**src/rtl/aes_rnd_sched.sv**
```systemverilog
// Round sequencer for the iterative AES-128 datapath: accepts a block, drives load/round strobes
// and the round-key index, then holds the ciphertext for the consumer until it is taken.
module aes_rnd_sched #(
    parameter int unsigned NR = 10,
    parameter int unsigned DW = 128,
    parameter int unsigned CW = 16
) (
    input  logic          CLK,
    input  logic          rst_n,
    input  logic          in_valid,
    output logic          in_ready,
    input  logic [DW-1:0] in_data,
    input  logic          key_ready,
    output logic          rf_valid,
    output logic          rf_en_func,
    output logic [DW-1:0] rf_plain,
    output logic [3:0]    key_sel,
    input  logic [DW-1:0] rf_cipher,
    output logic          out_valid,
    input  logic          out_ready,
    output logic [DW-1:0] out_data,
    output logic          busy,
    output logic [CW-1:0] blk_cnt
);

    localparam int unsigned RW = 4;

    typedef enum logic [2:0] {
        S_IDLE,
        S_LOAD,
        S_ROUND,
        S_FINAL,
        S_DONE
    } state_t;

    state_t        state;
    state_t        state_nx;
    logic [RW-1:0] rnd_cnt;
    logic [RW-1:0] rnd_cnt_nx;
    logic [RW-1:0] key_sel_nx;
    logic [DW-1:0] plain_nx;
    logic [CW-1:0] blk_cnt_nx;

    // The datapath holds its own ciphertext register; we only gate its visibility.
    assign out_data = rf_cipher;

    // Next-state and next-register decode.
    always_comb begin
        state_nx   = state;
        rnd_cnt_nx = rnd_cnt;
        key_sel_nx = key_sel;
        plain_nx   = rf_plain;
        blk_cnt_nx = blk_cnt;
        in_ready   = 1'b0;
        case (state)
            S_IDLE: begin
                in_ready = key_ready;
                if (in_valid && key_ready) begin
                    plain_nx   = in_data;
                    key_sel_nx = '0;
                    state_nx   = S_LOAD;
                end
            end
            S_LOAD: begin
                rnd_cnt_nx = RW'(1);
                key_sel_nx = RW'(1);
                state_nx   = S_ROUND;
            end
            S_ROUND: begin
                if (rnd_cnt == RW'(NR - 1)) begin
                    key_sel_nx = RW'(NR);
                    state_nx   = S_FINAL;
                end else begin
                    rnd_cnt_nx = rnd_cnt + RW'(1);
                    key_sel_nx = key_sel + RW'(1);
                end
            end
            S_FINAL: begin
                state_nx = S_DONE;
            end
            S_DONE: begin
                in_ready = key_ready && out_ready;
                if (out_ready) begin
                    blk_cnt_nx = blk_cnt + CW'(1);
                    // Overlap the hand-off with the next accept to keep one block per 12 cycles.
                    if (in_valid && key_ready) begin
                        plain_nx   = in_data;
                        key_sel_nx = '0;
                        state_nx   = S_LOAD;
                    end else begin
                        state_nx = S_IDLE;
                    end
                end
            end
            default: begin
                state_nx = S_IDLE;
            end
        endcase
    end

    // State and registered outputs; strobes are decoded from the next state so they align with it.
    always_ff @(posedge CLK or negedge rst_n) begin
        if (!rst_n) begin
            state      <= S_IDLE;
            rnd_cnt    <= '0;
            key_sel    <= '0;
            rf_plain   <= '0;
            blk_cnt    <= '0;
            rf_valid   <= 1'b0;
            rf_en_func <= 1'b0;
            out_valid  <= 1'b0;
            busy       <= 1'b0;
        end else begin
            state      <= state_nx;
            rnd_cnt    <= rnd_cnt_nx;
            key_sel    <= key_sel_nx;
            rf_plain   <= plain_nx;
            blk_cnt    <= blk_cnt_nx;
            rf_valid   <= (state_nx == S_LOAD);
            rf_en_func <= (state_nx == S_ROUND);
            out_valid  <= (state_nx == S_DONE);
            busy       <= (state_nx != S_IDLE);
        end
    end

endmodule
```
**config.mk**
```make
export PLATFORM = sky130hd
export DESIGN_NAME = aes_rnd_sched
export DESIGN_NICKNAME = d
export VERILOG_FILES = /design/src/rtl/aes_rnd_sched.sv
export SDC_FILE = /design/constraint.sdc
export NUM_CORES = 1
export LEC_CHECK = 0
export CELL_PAD_IN_SITES_DETAIL_PLACEMENT = 1
export CELL_PAD_IN_SITES_GLOBAL_PLACEMENT = 2
export CORE_AREA = 3 3 212 214
export CTS_BUF_LIST = sky130_fd_sc_hd__clkbuf_8
export CTS_CLUSTER_DIAMETER = 200
export DETAILED_ROUTE_END_ITERATION = 8
export DIE_AREA = 0 0 215 217
export PLACE_DENSITY = 0.78
export SLEW_MARGIN = 20
export SYNTH_ARGS = -nofsm -noshare
export SYNTH_HDL_FRONTEND = slang
export SYNTH_SLANG_ARGS = --single-unit
```
**constraint.sdc**
```tcl
create_clock -name CLK -period 1.7 [get_ports CLK]
set_clock_uncertainty 0.1 [all_clocks]
set_input_delay 0.34 -clock CLK [delete_from_list [all_inputs] [get_ports CLK]]
set_output_delay 0.34 -clock CLK [all_outputs]
set_load 0.02 [all_outputs]
```
==> impl_metrics.toml <==
[run_status]
status = "finished, violations left"
violations = "negative setup slack"

[timing]
setup_viol = 14
timing.final.hold_violations = 0
worst_slack_ps = -114
timing.fmax_mhz = 551
rsz0062_at_grt = "true"
whs_ps = 201
tightest_slew_ps = 382
fin_crit_ps = 1810
final.period_utilization_pct = 107
drv_slew = 0
max_slew_margin_pct = 74.5

[logic_synthesis]
async_reset_ff_share_pct = 100
ys_seq_area_share_pct = 54.6
synth_area_sq_um = 7290
syn_nets = 1073
synth_seq_cells = 159
synth-main-ff-cell = "dfrtp_1"
ys_types = 43
syn_inst = 808
yosys_warnings = 0
avgSynthCellArea_sq_um = 9.02
synth_edf_count = 0

[drt]
drc = 0
vias = 6038
drt_iter0_drc = 278
detail-route-antenna-nets = 0
routed_wl_mm = 24.7
drt-wirelength-per-cell_um = 15.3
vias_per_cell = 3.74
drtPass1Iterations = 4

[global_route]
grt-ovfl-total = 0
grt_pass1_vias = 6598
grt_usage_pct = 10.2
grt_pass1_wl_mm = 36.8
grt_max_degree = 57
antenna_found_initial = 0

[placed_design]
dpl_worst_slack_ps = -441
hpwlAfterDp_mm = 17.4
gp_congestion = 0.717
port_buffers = 285

[worst_setup_path]
critPathBufInv = 1
slowest_delay_ps = 400
crit_family = "flip-flops"
cp-start-kind = "flop"
cp_max_fo = 2
crit_path_end_kind = "output pin"
critPathSlowestCell = "dfrtp_1"
arrival_ps = 1370
path_class = "flop to output pin"
crit_chain = "nor2_2 -> and3_4 -> buf_6"
required_ps = 1260

[hold_path]
hold_path.class = "input port to async pin"

[run]
drv_cap = 0

[clock_tree]
cts.sinks = 159
cts_root_buffer = "clkbuf_8"
cts_buffer_depth = 2
tritoncts = "yes"
h-tree-depth = 4
clk_pin_slew_worst_paths_ps = 90
clk_latency_ps = 520
numCtsBuffers = 17

[floorplanning]
dieArea_sq_um = 46700
rows = 76
dieHeight_um = 217
die-width_um = 215
initial_utilization_pct = 16.9
core_area_sq_um = 43100
num_io_pins = 542

[cells_and_area]
synthToLayoutAreaGrowth_pct = 45.0
antenna_cells = 0
nets = 1286
drive_above_1_share_pct = 26.9

[pwr]
power_mw = 17.1
p_leak_nw = 5.29
ir_drop_v = 0.000748
pwr_density_cell_nw_per_um2 = 1610
per-layer routing:
metal	part of all wire, %	up-vias	wire (um)	GRT usage (%)
met5	0	-	0	0
met4	3.3	0	812	5.55
met3	9.3	55	2290	5.46
met2	49	259	12200	16.8
met1	38	2937	9380	10.6
li1	-	2787	-	-
cell usage after synthesis (3+ instances only):
library cell,number,share of area [%]
o21ai_0,4,0.27
nand4_1,3,0.26
nor3_1,6,0.41
inv_1,6,0.31
a21oi_1,7,0.48
nand2_1,392,20
xor2_1,6,0.72
dfrtp_1,159,55
and3_1,4,0.34
o22ai_1,3,0.26
buf_2,16,1.1
clkbuf_1,4,0.21
buf_4,140,14
ha_1,4,0.69
xnor2_1,10,1.2
nand2b_1,4,0.34
nor2_1,8,0.41
worst reg2reg max path: cells and delay by family (launching register included):
family / cells / cell delay [ps]
buf+inv: 2 / 420
flops: 1 / 400
simple gates: 3 / 580
xor+xnor: 1 / 140
state kept, by name, indices dropped and copies added (netlist names), 3 cells and up:
signal	count
state	3
key_sel	4
blk_cnt	16
rnd_cnt	4
rf_plain	128
cells in the final DEF, fill, tap and decap left out, types with 6 or more instances in the layout:
cell type / count
a21oi_1: 6
buf_12: 9
buf_2: 104
buf_4: 49
buf_6: 6
clkbuf_16: 6
clkbuf_8: 20
clkdlybuf4s15_2: 45
clkdlybuf4s50_1: 131
dfrtp_1: 156
inv_1: 7
nand2_1: 392
xnor2_1: 10
xor2_1: 6
cell type report:
cell class	instances	area (sq um)
Clock buffer	20	275
Clock inverter	8	116
Fill cell	5071	32500
Inverter	7	33.8
Multi-Input combinational cell	481	2260
Sequential cell	159	3980
Tap cell	585	732
Timing Repair Buffer	355	3170
kinds of logic after synthesis:
logic type / Yosys count / synth area share [%]
muxes: 1 / 0.154
AOI/OAI and AO/OA: 26 / 2.35
buffers and inverters: 168 / 16.1
and+or+nand+nor: 434 / 24.2
xor gates and xnor gates: 16 / 1.92
DFF: 159 / 54.6
adders and majority gates: 4 / 0.686
report_power, final:
group          switching [mW]  internal, mW
clock network            1.46          1.52
logic                    4.68          3.15
registers               0.869          5.37
through the flow:
| step | utilization [%] | TNS, ps | instance area [sq um] | cells |
|---|---|---|---|---|
| after detailed placement | 23.8 | -40020 | 10300 | 1571 |
| after global placement | 23.8 | -37660 | 10300 | 1571 |
| final | 24.5 | -284 | 10600 | 1615 |
| after floorplan | - | 0 | 7290 | 808 |
| after CTS | 24.3 | -297 | 10500 | 1607 |
| after global routing | 24.5 | -5060 | 10600 | 1615 |
what timing repair did:
action,CTS,global route
pin swaps,6,3
gates resized for setup,557,51
hold endpoints to repair,159,0
gates cloned,0,6
setup buffers,7,3
hold buffers,1,0
endpoints found under the setup margin,163,140
final timing paths:
| path | from | end | slack (ps) | depth (start not counted) |
|---|---|---|---|---|
| worst max-delay path | state[1] | in_ready | -110 | 3 |
| worst max register to register | state[1] | blk_cnt[6] | -50 | 6 |
| worst min register to register | rf_plain[13] | rf_plain[13] | 370 | 2 |
| worst min-delay path | rst_n | rf_plain[123] | 200 | 2 |
| max in group asynchronous | rst_n | rf_plain[114] | 660 | 3 |
| min in group CLK | in_data[83] | rf_plain[83] | 230 | 3 |
Power figures use the tool's default switching activity.
